### config.mk
export PLATFORM = sky130hd
export DESIGN_NAME = fetch_stage
export DESIGN_NICKNAME = d
export VERILOG_FILES = /design/src/rtl/mips_pkg.sv /design/src/rtl/adder.sv /design/src/rtl/if_id_pipe_reg.sv /design/src/rtl/fetch_stage.sv
export SDC_FILE = /design/constraint.sdc
export NUM_CORES = 1
export LEC_CHECK = 0
export CORE_MARGIN = 1.5
export CORE_UTILIZATION = 52
export DETAILED_ROUTE_END_ITERATION = 16
export PLACE_DENSITY_LB_ADDON = 0.12
export SETUP_SLACK_MARGIN = 0.4
export SLEW_MARGIN = 20
export SYNTH_ARGS = -nofsm -noshare
export SYNTH_HDL_FRONTEND = slang
export SYNTH_HIERARCHICAL = 1
export SYNTH_SLANG_ARGS = --single-unit
export TNS_END_PERCENT = 100
### constraint.sdc
create_clock -name CLK -period 4.5 [get_ports CLK]
set_input_delay 1.35 -clock CLK [delete_from_list [all_inputs] [get_ports CLK]]
set_output_delay 1.35 -clock CLK [all_outputs]
set_load 0.05 [all_outputs]
### src/rtl/mips_pkg.sv
`default_nettype none
// ============================================================================
// Module   : mips_pkg
// Purpose  : Shared fetch-stage types and encodings (FSM states, nop, PCSrc).
// Revision : 1.0 - initial release
// ============================================================================
package mips_pkg;

  typedef enum logic [1:0] {
    BOOT    = 2'd0,
    FETCH   = 2'd1,
    HOLD    = 2'd2,
    DISCARD = 2'd3
  } fetch_state_t;

  localparam logic [31:0] NOP_INSTR    = 32'h0000_0000;

  localparam logic [1:0]  PCSRC_SEQ    = 2'b00;
  localparam logic [1:0]  PCSRC_BRANCH = 2'b01;
  localparam logic [1:0]  PCSRC_JUMP   = 2'b10;

endpackage : mips_pkg
`default_nettype wire

### src/rtl/adder.sv
`default_nettype none
// ============================================================================
// Module   : adder
// Purpose  : Plain modular adder, result wraps at 2^WIDTH.
// Revision : 1.0 - initial release
// ============================================================================
module adder #(
  parameter int WIDTH = 32
) (
  input  logic [WIDTH-1:0] i_a,
  input  logic [WIDTH-1:0] i_b,
  output logic [WIDTH-1:0] o_y
);

  assign o_y = i_a + i_b;

endmodule : adder
`default_nettype wire

### src/rtl/if_id_pipe_reg.sv
`default_nettype none
// ============================================================================
// Module   : if_id_pipe_reg
// Purpose  : IF/ID pipeline register with enable and synchronous bubble clear.
// Revision : 1.0 - initial release
// ============================================================================
module if_id_pipe_reg
  import mips_pkg::*;
#(
  parameter int WIDTH = 32
) (
  input  logic             clk,
  input  logic             rst,
  input  logic             i_en,
  input  logic             i_clr,
  input  logic [WIDTH-1:0] i_instr,
  input  logic [WIDTH-1:0] i_pc_plus4,
  output logic [WIDTH-1:0] o_instr,
  output logic [WIDTH-1:0] o_pc_plus4,
  output logic             o_valid
);

  // Enable gates the clear as well: a stalled decode keeps its bubble or word.
  always_ff @(posedge clk or posedge rst) begin
    if (rst) begin
      o_instr    <= WIDTH'(NOP_INSTR);
      o_pc_plus4 <= '0;
      o_valid    <= 1'b0;
    end else if (i_en) begin
      if (i_clr) begin
        o_instr    <= WIDTH'(NOP_INSTR);
        o_pc_plus4 <= '0;
        o_valid    <= 1'b0;
      end else begin
        o_instr    <= i_instr;
        o_pc_plus4 <= i_pc_plus4;
        o_valid    <= 1'b1;
      end
    end
  end

endmodule : if_id_pipe_reg
`default_nettype wire

### src/rtl/fetch_stage.sv
`default_nettype none
// ============================================================================
// Module   : fetch_stage
// Purpose  : PC/fetch FSM over a req/ready instruction memory, feeding IF/ID.
// Revision : 1.0 - initial release
// ============================================================================
module fetch_stage
  import mips_pkg::*;
#(
  parameter int               WIDTH        = 32,
  parameter logic [WIDTH-1:0] RESET_PC     = '0,
  parameter int               PCSrcD_width = 2
) (
  input  logic                    CLK,
  input  logic                    RST,
  input  logic                    StallF,
  input  logic                    StallD,
  input  logic [PCSrcD_width-1:0] PCSrcD,
  input  logic [WIDTH-1:0]        PCBranchD,
  input  logic [WIDTH-1:0]        PCJumpD,
  input  logic [WIDTH-1:0]        IMemRdata,
  input  logic                    IMemReady,
  output logic                    IMemReq,
  output logic [WIDTH-1:0]        IMemAddr,
  output logic [WIDTH-1:0]        InstrD,
  output logic [WIDTH-1:0]        PCPlus4D,
  output logic                    IValidD,
  output logic                    FetchBusyF
);

  localparam logic [WIDTH-1:0] c_pc_step = WIDTH'(4);

  fetch_state_t     r_state, w_state_next;
  logic [WIDTH-1:0] r_pcf, w_pcf_next;
  logic [WIDTH-1:0] r_redir_pc, w_redir_pc_next;
  logic [WIDTH-1:0] r_buf, w_buf_next;
  logic [WIDTH-1:0] w_pc_plus4;
  logic [WIDTH-1:0] w_target_raw;
  logic [WIDTH-1:0] w_target;
  logic [WIDTH-1:0] w_deliver_word;
  logic             w_redir;
  logic             w_deliver;

  adder #(.WIDTH(WIDTH)) u_pc_adder (
    .i_a (r_pcf),
    .i_b (c_pc_step),
    .o_y (w_pc_plus4)
  );

  assign w_redir      = (PCSrcD != PCSRC_SEQ) && !StallD;
  assign w_target_raw = PCSrcD[1] ? PCJumpD : PCBranchD;
  assign w_target     = {w_target_raw[WIDTH-1:2], 2'b00};

  // PCF only moves once the in-flight request completes, so it is also the
  // held address during DISCARD.
  assign IMemAddr = r_pcf;

  always_ff @(posedge CLK or posedge RST) begin
    if (RST) begin
      r_state    <= BOOT;
      r_pcf      <= RESET_PC;
      r_redir_pc <= RESET_PC;
      r_buf      <= '0;
    end else begin
      r_state    <= w_state_next;
      r_pcf      <= w_pcf_next;
      r_redir_pc <= w_redir_pc_next;
      r_buf      <= w_buf_next;
    end
  end

  always_comb begin
    w_state_next    = r_state;
    w_pcf_next      = r_pcf;
    w_redir_pc_next = r_redir_pc;
    w_buf_next      = r_buf;
    w_deliver       = 1'b0;
    w_deliver_word  = IMemRdata;
    IMemReq         = 1'b0;
    FetchBusyF      = 1'b0;

    case (r_state)
      BOOT: begin
        FetchBusyF   = 1'b1;
        w_state_next = FETCH;
      end

      FETCH: begin
        IMemReq    = 1'b1;
        FetchBusyF = !IMemReady;
        if (w_redir) begin
          if (IMemReady) begin
            w_pcf_next = w_target;
          end else begin
            w_redir_pc_next = w_target;
            w_state_next    = DISCARD;
          end
        end else if (IMemReady) begin
          if (!StallF) begin
            w_deliver  = 1'b1;
            w_pcf_next = w_pc_plus4;
          end else begin
            w_buf_next   = IMemRdata;
            w_state_next = HOLD;
          end
        end
      end

      HOLD: begin
        if (w_redir) begin
          w_pcf_next   = w_target;
          w_state_next = FETCH;
        end else if (!StallF) begin
          w_deliver      = 1'b1;
          w_deliver_word = r_buf;
          w_pcf_next     = w_pc_plus4;
          w_state_next   = FETCH;
        end
      end

      DISCARD: begin
        IMemReq    = 1'b1;
        FetchBusyF = 1'b1;
        if (w_redir) begin
          w_redir_pc_next = w_target;
        end
        // A redirect arriving in the completing cycle still wins.
        if (IMemReady) begin
          w_pcf_next   = w_redir ? w_target : r_redir_pc;
          w_state_next = FETCH;
        end
      end

      default: begin
        w_state_next = BOOT;
      end
    endcase
  end

  if_id_pipe_reg #(.WIDTH(WIDTH)) u_if_id (
    .clk        (CLK),
    .rst        (RST),
    .i_en       (!StallD),
    .i_clr      (!w_deliver),
    .i_instr    (w_deliver_word),
    .i_pc_plus4 (w_pc_plus4),
    .o_instr    (InstrD),
    .o_pc_plus4 (PCPlus4D),
    .o_valid    (IValidD)
  );

endmodule : fetch_stage
`default_nettype wire

==> metrics.yaml <==
run_status:
  status: "finished, final reports clean"
synthesis:
  synthDistinctLibCells: 74
  yosys.area.top_type: "dfrtp_1"
  ys.flop_type: "dfrtp_1"
  synth_async_sr_flop_share_pct: 100
  ys_top_cells_by_area: "dfrtp_1, a22o_1, ha_1"
  syn_avg_cell_area_um2: 10.6
  synth_warnings: 6
  synth_seq_cells: 163
  synth_edf_count: 0
  yosys.area.top_type_share_pct: 42.6
  syn_inst: 907
  synthesis.area_mm2: 0.00958
  synth_seq_area_share_pct: 42.6
timing:
  finalClockSkew_ns: 0.00897
  worst_slew_pin_slew_ns: 1.12
  rsz0062_at_grt: "false"
  setup-tns-final_ns: 0
  slew_headroom_pct: 25.2
  slew_viol_final: 0
  finalCriticalPeriod_ns: 3.84
  timing.final.crit_share_pct: 85.4
  max_freq_ghz: 0.260
  setup_violations: 0
  hold_viol: 0
cts:
  cts-root-buf: "clkbuf_16"
  cts_tree: "built"
  cts.repair.resized: 0
  clk_pin_slew_ns: 0.07
  clock_latency_ns: 0.43
  cts-hold-fix-buffers: 0
  cts_made_buffers: 17
  post_cts_buffers: 0
  clock-sinks: 163
  h-tree-depth: 4
  clock_path_buffers: 2
pwr:
  power_density_mw_per_mm2: 656
  leakage_nw: 5.36
  vdd_ir_drop_max_mv: 0.340
grt:
  track_usage_pct: 25.7
  grt_pass1_wl_um: 39500
  antenna_found_initial: 1
  grt_overflow: 0
  grt_pass1_vias: 7450
  grt_start_max_net_pins: 63
placed_design:
  place_area_mm2: 0.0116
  gp_congestion: 0.889
  io_buffers: 197
  place_inst: 1312
  dp_hpwl_um: 16900
setup_path:
  path_cells: "clkdlybuf4s50_1 > nand2b_1 > a21oi_1 > buf_12"
  crit_type: "in -> out"
  path_delay_family: "buffers and inverters"
  reg2reg_to: "IMemAddr[30]$_DFFE_PP0P_"
  cp.arrival_ns: 2.49
  cp_max_fo: 6
  cp-start-kind: "input pin"
  worstPathRequired_ns: 3.15
  slowest_stage: "clkdlybuf4s50_1"
  worst-path-buf-inv: 2
  max_stage_delay_ns: 0.52
  worst_r2r_path_depth: 9
  endpoint_kind: "output pin"
  r2r_slack_ns: 1.56
  timing.rr.start: "IMemAddr[10]$_DFFE_PP0P_"
route:
  dr.pass1.iters: 5
  wire_per_inst_um: 17.9
  num_vias: 7612
  drc: 0
  final_antenna_net_count: 0
  wirelength_um: 24100
  routed_via_density: 5.66
  drtIter0Drc: 518
die:
  die_w_um: 139
  initial_core_util_pct: 53.1
  io_pins: 202
  die-area_mm2: 0.0192
  rows: 49
  core-area_mm2: 0.0180
  die_h_um: 139
final_layout:
  multiInputGateArea_mm2: 0.00508
  fillCellCount: 1438
  layout-drive-gt1-share_pct: 11.5
  fin_nets: 1242
  area_delta_synth_final_pct: 27.5
  postLayoutCellArea_mm2: 0.0122
  layout.cells.non_filler: 1345
  seqCellArea_mm2: 0.00408
min_path:
  min_path_type: "reg -> reg"
  hold_depth: 1
  hp-start: "u_if_id/o_valid$_DFFE_PP0P_"
  worstHoldEndpoint: "u_if_id/o_valid$_DFFE_PP0P_"
job:
  drv_cap: 0
per-stage QoR:
step	utilization [%]	hold WS [ns]	setup slack [ns]	power [mW]
finish	67.7	0.488	0.656	8.02
global route	67.7	0.520	0.580	8.51
CTS	67.7	0.487	0.644	7.97
detailed placement	64.4	0.468	0.597	6.47
global placement	64.4	0.469	0.598	6.40
floorplan	-	0.464	0.588	5.38
cell type report:
class | instances | area share, %
timing repair buffer | 212 | 17.3
clock inverter | 15 | 1.37
inverter | 15 | 0.482
sequential | 163 | 33.4
multi-input combinational | 693 | 41.6
antenna | 1 | 0.0205
tap | 229 | 2.35
clock buffer | 17 | 3.48
power by group:
part / leakage, nW / switching [mW] / internal (mW)
combinational: 3.01 / 2.53 / 1.70
sequential: 2.06 / 0.344 / 1.97
clock: 0.285 / 0.647 / 0.833
routing by layer:
| metal | track usage (%) | vias up | share of wire (%) |
|---|---|---|---|
| met2 | 41.0 | 224 | 47 |
| li1 | - | 3715 | - |
| met1 | 36.3 | 3651 | 47 |
| met3 | 4.59 | 22 | 4.9 |
| met4 | 6.85 | 0 | 1.2 |
| met5 | 0 | - | 0 |
kinds of logic (layout without fill, tap and decap cells):
family	Yosys count	after routing	synth area share, %
compound gates	296	296	22.3
xor+xnor	28	28	2.56
fa+ha+maj	37	37	4.91
buf+inv	82	259	5.59
flops	163	163	42.6
mux	78	78	10.2
other cells	2	34	0.0784
simple gates	221	221	11.8
registers in the layout, indices dropped and copies added, names as in the netlist:
register and flops:
IMemAddr 32, r_buf 32, r_redir_pc 32, r_state 2
u_if_id/o_instr 32, u_if_id/o_pc_plus4 32, u_if_id/o_valid 1
cell usage in the layout (no fill, tap or decap), types with 30 or more instances in the layout:
cell,count
a21oi_1,61
dfrtp_1,163
a22o_1,64
ha_1,36
nor2_1,44
conb_1,33
mux2_4,30
o21ai_0,36
clkdlybuf4s50_1,195
nand2_1,77
Yosys cell counts, types with 5 or more instances:
master    count
a21o_1       20
mux2_4       30
nand3_1      10
inv_1        15
nand3b_1     26
xor2_1       15
a22oi_1       6
o21ai_0      36
nand2b_1     29
o21ai_1      10
a221oi_1     26
buf_6        20
mux2i_1      14
a31oi_1      28
nand2_1      77
clkbuf_1     18
xnor2_1      13
ha_1         36
o22a_1        5
a21oi_1      61
a22o_1       64
dfrtp_1     163
nor2_1       44
mux2_1        8
nand4_1       8
buf_2        23
mux2_2       26
worst max path at each step:
stage	to	startpoint	depth (start not counted)
final	FetchBusyF	IMemReady	4
after global routing	FetchBusyF	IMemReady	4
after CTS	FetchBusyF	IMemReady	4
after detailed placement	u_if_id/o_instr[28]$_DFFE_PP0P_	PCSrcD[0]	7
after global placement	u_if_id/o_instr[28]$_DFFE_PP0P_	PCSrcD[0]	7
after floorplan	IMemAddr[0]$_DFFE_PP0P_	RST	1
No activity file was read; power rests on OpenSTA's default activity.
